File: src/rtl/reset_sequencer.sv
// Sequenced release of num_stages reset domains, each gated on its ack plus a gap.
// Define RESET_SEQUENCER_TIMEOUT_EN to enable the ack timeout and sticky FAULT state.
module reset_sequencer #(
    parameter int num_stages     = 4,
    parameter int hold_cycles    = 16,
    parameter int gap_cycles     = 8,
    parameter int timeout_cycles = 1024
) (
    input  logic                                                  clk,
    input  logic                                                  reset,
    input  logic [num_stages-1:0]                                 ack,
    output logic [num_stages-1:0]                                 rst_out,
    output logic [(num_stages > 1 ? $clog2(num_stages) : 1)-1:0]  stage_idx,
    output logic                                                  done,
    output logic                                                  fault
);

    localparam int SW     = (num_stages > 1) ? $clog2(num_stages) : 1;
    localparam int MAX_HG = (hold_cycles > gap_cycles) ? hold_cycles : gap_cycles;
    localparam int MAX_C  = (MAX_HG > timeout_cycles) ? MAX_HG : timeout_cycles;
    localparam int CW     = $clog2(MAX_C + 1);

    localparam logic [SW-1:0] LAST_IDX = SW'(num_stages - 1);
    localparam logic [CW-1:0] HOLD_END = CW'(hold_cycles - 1);
    localparam logic [CW-1:0] GAP_END  = CW'(gap_cycles - 1);

    localparam logic [2:0] S_HOLD    = 3'd0;
    localparam logic [2:0] S_RELEASE = 3'd1;
    localparam logic [2:0] S_WAIT    = 3'd2;
    localparam logic [2:0] S_GAP     = 3'd3;
    localparam logic [2:0] S_DONE    = 3'd4;
`ifdef RESET_SEQUENCER_TIMEOUT_EN
    localparam logic [2:0] S_FAULT   = 3'd5;
    localparam logic [CW-1:0] TMO_END = CW'(timeout_cycles - 1);
`endif

    logic [2:0]            state, state_n;
    logic [CW-1:0]         cnt, cnt_n;
    logic [SW-1:0]         idx_n;
    logic [num_stages-1:0] rst_n;
    logic                  done_n;
`ifdef RESET_SEQUENCER_TIMEOUT_EN
    logic                  fault_r, fault_n;
`endif

    always_comb begin
        state_n = state;
        cnt_n   = cnt;
        idx_n   = stage_idx;
        rst_n   = rst_out;
        done_n  = done;
`ifdef RESET_SEQUENCER_TIMEOUT_EN
        fault_n = fault_r;
`endif
        case (state)
            S_HOLD: begin
                if (cnt == HOLD_END) begin
                    state_n = S_RELEASE;
                    cnt_n   = '0;
                end else begin
                    cnt_n = cnt + 1'b1;
                end
            end
            S_RELEASE: begin
                rst_n[stage_idx] = 1'b0;
                state_n          = S_WAIT;
                cnt_n            = '0;
            end
            S_WAIT: begin
                // An ack seen on the timeout cycle still counts as progress.
                if (ack[stage_idx]) begin
                    cnt_n = '0;
                    if (stage_idx == LAST_IDX) begin
                        state_n = S_DONE;
                        done_n  = 1'b1;
                        rst_n   = '0;
                    end else begin
                        idx_n   = stage_idx + 1'b1;
                        state_n = (gap_cycles > 0) ? S_GAP : S_RELEASE;
                    end
                end
`ifdef RESET_SEQUENCER_TIMEOUT_EN
                else if (cnt == TMO_END) begin
                    state_n = S_FAULT;
                    fault_n = 1'b1;
                    rst_n   = '1;
                    cnt_n   = '0;
                end else begin
                    cnt_n = cnt + 1'b1;
                end
`endif
            end
            S_GAP: begin
                if (cnt == GAP_END) begin
                    state_n = S_RELEASE;
                    cnt_n   = '0;
                end else begin
                    cnt_n = cnt + 1'b1;
                end
            end
            S_DONE: begin
                state_n = S_DONE;
            end
`ifdef RESET_SEQUENCER_TIMEOUT_EN
            S_FAULT: begin
                state_n = S_FAULT;
            end
`endif
            default: begin
                state_n = S_HOLD;
                cnt_n   = '0;
                idx_n   = '0;
                rst_n   = '1;
                done_n  = 1'b0;
            end
        endcase
    end

    always_ff @(posedge clk) begin
        if (reset) begin
            state     <= S_HOLD;
            cnt       <= '0;
            stage_idx <= '0;
            rst_out   <= '1;
            done      <= 1'b0;
`ifdef RESET_SEQUENCER_TIMEOUT_EN
            fault_r   <= 1'b0;
`endif
        end else begin
            state     <= state_n;
            cnt       <= cnt_n;
            stage_idx <= idx_n;
            rst_out   <= rst_n;
            done      <= done_n;
`ifdef RESET_SEQUENCER_TIMEOUT_EN
            fault_r   <= fault_n;
`endif
        end
    end

`ifdef RESET_SEQUENCER_TIMEOUT_EN
    assign fault = fault_r;
`else
    assign fault = 1'b0;
`endif

endmodule

File: config.mk
export PLATFORM = sky130hd
export DESIGN_NAME = reset_sequencer
export DESIGN_NICKNAME = d
export VERILOG_FILES = /design/src/rtl/reset_sequencer.sv
export SDC_FILE = /design/constraint.sdc
export NUM_CORES = 1
export LEC_CHECK = 0
export CORE_MARGIN = 8
export CORE_UTILIZATION = 55
export CTS_CLUSTER_DIAMETER = 60
export DETAILED_ROUTE_END_ITERATION = 10
export PLACE_DENSITY = 0.88
export SLEW_MARGIN = 20
export SYNTH_ARGS = -nofsm -noshare
export SYNTH_HDL_FRONTEND = slang
export SYNTH_SLANG_ARGS = --single-unit
File: constraint.sdc
create_clock -name clk -period 4.9 [get_ports clk]
set_input_delay 0.98 -clock clk [delete_from_list [all_inputs] [get_ports clk]]
set_output_delay 0.98 -clock clk [all_outputs]
set_load 0.02 [all_outputs]
==> impl_metrics.env <==
export IMPL_status="complete, but fails checks"
export IMPL_failed_checks="design-rule violations"
export IMPL_worstSetupPathType="flip-flop to output pin"
export IMPL_place_congestion=0.8638
export IMPL_ys_ff_latch=21
export IMPL_power_density_mw_per_mm2=382.3
export IMPL_drtIter0Drc=49
export IMPL_drv_cap=0
export IMPL_wl_um=2608
export IMPL_cp_end_kind="output pin"
export IMPL_max_freq_mhz=421.9
export IMPL_critical_path_buf_inv_count=1
export IMPL_period_minus_slack_ns=2.370
export IMPL_finalCritPeriodShare=0.4837
export IMPL_die_w_um=62.39
export IMPL_final_util=0.6738
export IMPL_postCtsHoldBufs=0
export IMPL_grt_overflow_total=0
export IMPL_relSlewSlack=0.5704
export IMPL_die_area_sq_mm=0.003893
export IMPL_clock_sinks=21
export IMPL_antenna_found_initial=0
export IMPL_grt_max_degree=13
export IMPL_crit_fanout=5
export IMPL_clk_latency_ns=0.30
export IMPL_power_total_uw=515.6
export IMPL_grt_usage=0.1334
export IMPL_p_switching_uw=204.7
export IMPL_ys_flop_type="dfxtp_1"
export IMPL_skew_ns=0.007161
export IMPL_vias=1140
export IMPL_cts_tree="yes"
export IMPL_cts_buffers_inserted=3
export IMPL_cts_clk_slew_worst_paths_ns=0.12
export IMPL_cts_root_buf="clkbuf_4"
export IMPL_fillers=166
export IMPL_num_rows=16
export IMPL_cp_cell_sequence="clkdlybuf4s50_1"
export IMPL_p_leak_nw=0.4982
export IMPL_fin_nets=167
export IMPL_internal_power_uw=311.0
export IMPL_p_sw_frac=0.3969
export IMPL_arrival_ns=1.39
export IMPL_cts_resized=0
export IMPL_setup_violations=0
export IMPL_wl_per_cell_um=14.41
export IMPL_grt_first_pass_wirelength_um=4471
export IMPL_htree_levels=1
export IMPL_synth_edf_count=0
export IMPL_viasPerCell=6.298
export IMPL_syn_inst=141
export IMPL_start_kind="flip-flop"
export IMPL_route_detailed_drc=1
export IMPL_hold_viol_final=0
export IMPL_synth_warnings=0
export IMPL_crit_family="buffers and inverters"
export IMPL_ys_seq_area_frac=0.3552
export IMPL_hpwl_um=1989
export IMPL_worst_pin_slew_ns=0.6444
export IMPL_clockPowerShare=0.162
export IMPL_core_sq_mm=0.002002
export IMPL_vdd_drop_max_v=0.0002674
export IMPL_synthToLayoutAreaGrowth_pct=13.95
export IMPL_worst_path_largest_cell_delay_ns=0.65
export IMPL_hold_class="flip-flop to flip-flop"
export IMPL_grt_pass1_vias=977
export IMPL_portBuffers=12
export IMPL_maxSlewViolCount=0
export IMPL_start_util=0.5912
export IMPL_p_comb_frac=0.399
export IMPL_pwr_share_seq=0.439
export IMPL_cp_slowest_cell="clkdlybuf4s50_1"
export IMPL_postCtsSetupRepairBufs=0
export IMPL_syn_area_sq_mm=0.001184
export IMPL_cp_required_ns=3.92
export IMPL_layout_drive_gt1_share=0.07792
export IMPL_ant_nets=0
export IMPL_diodes=0
export IMPL_ios=14
export IMPL_first_pass_iters=8
export IMPL_syn_area_per_cell_sq_um=8.395
export IMPL_setup_tns_ns=0
export IMPL_syn_num_nets=153
export IMPL_cts_buffer_depth=2
export IMPL_yosysUniqueCellTypes=46
export IMPL_die_h_um=62.39
export IMPL_async_flop_share=0
export IMPL_rsz0062_at_grt="false"
==> synth_stat cells, drive strengths merged (2+ instances only) <==
cell    instances  area (sq um)
inv             7         26.28
ha              6         75.07
o311ai          4         35.04
a21oi          11         55.05
and3            2         12.51
o31ai           2         15.01
or3             3         18.77
buf             2         12.51
dfxtp          21         420.4
nor3            4         25.02
nor2           10         45.04
nand3           8         40.04
nor2b           3         18.77
o21ai          10         53.80
nand2          16         60.06
nand4           6         37.54
a211oi          3         22.52
==> routing by layer <==
metal	global-route usage	vias up	wire, um
met5	0	-	0
met4	0.04843	0	35
met3	0.02867	4	178
met2	0.2109	45	1253
met1	0.1731	541	1141
li1	-	550	-
==> area by class of cell <==
cell class              count  area (sq um)  area share
repair buffers             12         120.1     0.08905
clock buffers               3         22.52     0.01670
clock inverters             1         5.005    0.003711
flip-flops and latches     21         420.4      0.3117
multi-input cells         110         720.7      0.5343
well taps                  27         33.78     0.02505
inverters                   7         26.28     0.01948
==> worst paths after layout <==
check / startpoint / endpoint / slack, ns / depth (start not counted)
max: stage_idx[0] / stage_idx[0] / 2.53 / 1
min reg2reg: rst_out[1] / rst_out[1] / 0.47 / 2
min: rst_out[1] / rst_out[1] / 0.47 / 2
max reg2reg: cnt[0] / cnt[7] / 2.91 / 6
==> state kept, by name (all words and copies together) (netlist names) <==
signal	count
cnt	11
rst_out	4
state	3
stage_idx	2
done	1
==> cell usage in the layout, fill, tap and decap left out, types with 2 or more instances in the layout <==
cell / count
clkdlybuf4s50_1: 12
o311ai_0: 3
nand3_1: 8
nor2_1: 9
o31ai_1: 2
nor2b_1: 3
a211oi_1: 3
inv_1: 7
nand4_1: 6
clkbuf_4: 3
dfxtp_1: 21
ha_1: 6
nor3_1: 3
o21ai_0: 8
or3_1: 3
a21oi_1: 11
and3_1: 2
nand2_1: 16
==> per-stage QoR <==
| step | instance area [sq um] | instances | hold slack, ns | setup WS (ns) |
|---|---|---|---|---|
| 3_3_place_gp | 1321 | 177 | 0.4474 | 2.309 |
| 2_1_floorplan | 1184 | 141 | 0.4542 | 2.803 |
| 3_5_place_dp | 1321 | 177 | 0.4562 | 2.257 |
| 4_1_cts | 1349 | 181 | 0.4732 | 2.522 |
| 5_1_grt | 1349 | 181 | 0.4939 | 2.358 |
| 6_report | 1349 | 181 | 0.4726 | 2.530 |
==> kinds of logic (layout without fill, tap and decap cells) <==
family                     after synthesis  count (layout)  share of synthesized area
adders and majority gates                6               6                    0.06342
xor gates and xnor gates                 2               2                    0.01480
muxes                                    1               1                    0.01903
buffers and inverters                   10              23                    0.03594
DFF                                     21              21                     0.3552
other                                    1               1                   0.003168
AOI/OAI and AO/OA                       40              40                     0.2283
and+or+nand+nor                         60              60                     0.2801
==> power by group through the flow <==
stage / combinational (mW) / clock, mW / sequential, mW
global route: 0.228 / 0.0917 / 0.232
finish: 0.206 / 0.0835 / 0.226
floorplan: 0.145 / 0 / 0.229
CTS: 0.205 / 0.0845 / 0.226
detailed placement: 0.204 / 0 / 0.230
global placement: 0.197 / 0 / 0.227
Note: power is estimated with default switching activity, not from simulation.
==> edit: new RTL, same flow settings <==
Reset style: asynchronous (`reset`), changed in one clocked block.
--- a/src/rtl/reset_sequencer.sv
+++ b/src/rtl/reset_sequencer.sv
@@ -118,3 +118,3 @@
 
-    always_ff @(posedge clk) begin
+    always_ff @(posedge clk or posedge reset) begin
         if (reset) begin
Check against the original RTL: no difference found for any inputs over 10 cycles, from zero or initial values and one cycle with reset high; that may be too few to reach the edited logic, so the function may still have changed.
==> edit against the unedited design <==
  * Utilization fell by 3.1 points
  * Worst setup slack worse by 430 ps
  * Synthesized cell count up 1.4%
  * Cell area rose by 5.4%
  * Sequential cell count unchanged
  * Via count decreased by 7.6%
  * Wire length is 5.3% higher
  * Non-clock buffer count increased by 1
  * Cell count rose by 0.55%
  * Area after synthesis is 7.9% higher
  * Critical path type is now in2reg
  * Highest routed layer unchanged
Power is not compared: it rests on default switching activity, and its combinational part moved more than twofold at a synthesized area within 25%.
==> edit: results <==
{
  "status": "finished, final reports clean",
  "cp_slowest_cell": "a21oi_1",
  "yosys.area_share.adder_pct": 5.88,
  "routed-wl-met3_um": 157,
  "synth_common_cells": "17 x dfrtp_1, 15 x inv_1, 13 x a21oi_1",
  "synth.distinct_cells": 42,
  "route.met2.wl_um": 1360,
  "post-dp-hpwl_um": 2030,
  "grt_util_met1_pct": 17.2,
  "fin_skew_ps": 4.33,
  "drive_gt1_share_pct": 8.44,
  "r2r-end": "cnt[9]",
  "hold_path_depth": 1,
  "gr-usage-met3_pct": 4.53,
  "grt_pass1_vias": 1044,
  "num_vias": 1053,
  "synth_area_leaders": "dfrtp_1 33%, dfstp_2 8.2%, ha_1 5.9%",
  "grt_pass1_wl_um": 4700,
  "rr_startpoint": "state[2]",
  "slowest_delay_ps": 760,
  "synth.area.mux_share_pct": 1.76,
  "synth-xor-area-share_pct": 0,
  "slew-limit-headroom_pct": 36.6,
  "drt_iter0_drc": 39,
  "hold-path-endpoint": "cnt[10]",
  "syn_nets": 155,
  "grt_start_max_net_pins": 22
}
## edit: cell types whose count changed in the layout (fill, tap and decap cells not counted), moves of 3 or more
cell	unedited run	this run
nand4_1	6	1
dfrtp_1	0	17
nand3_1	8	4
o311ai_0	3	0
dfstp_2	0	4
inv_1	7	15
nand2_1	16	11
dfxtp_1	21	0
a31oi_1	1	10
## edit: layout make-up
| class | instances | area, um^2 |
|---|---|---|
| timing repair buffer | 13 | 128 |
| clock buffer | 4 | 26.3 |
| sequential | 21 | 531 |
| multi-input combinational | 100 | 642 |
| fill | 183 | 791 |
| tap | 28 | 35.0 |
| inverter | 16 | 60.1 |
## edit: metrics by stage
stage                     setup WS [ps]  power [uW]  utilization (%)  cells  cell area (um^2)
after floorplan                    2670         680                -    143              1280
after global placement             1980         762             63.1    178              1400
after detailed placement           1780         794             63.1    178              1400
after CTS                          2110         875             64.3    182              1420
after global routing               2020         950             64.3    182              1420
final                              2100         877             64.3    182              1420
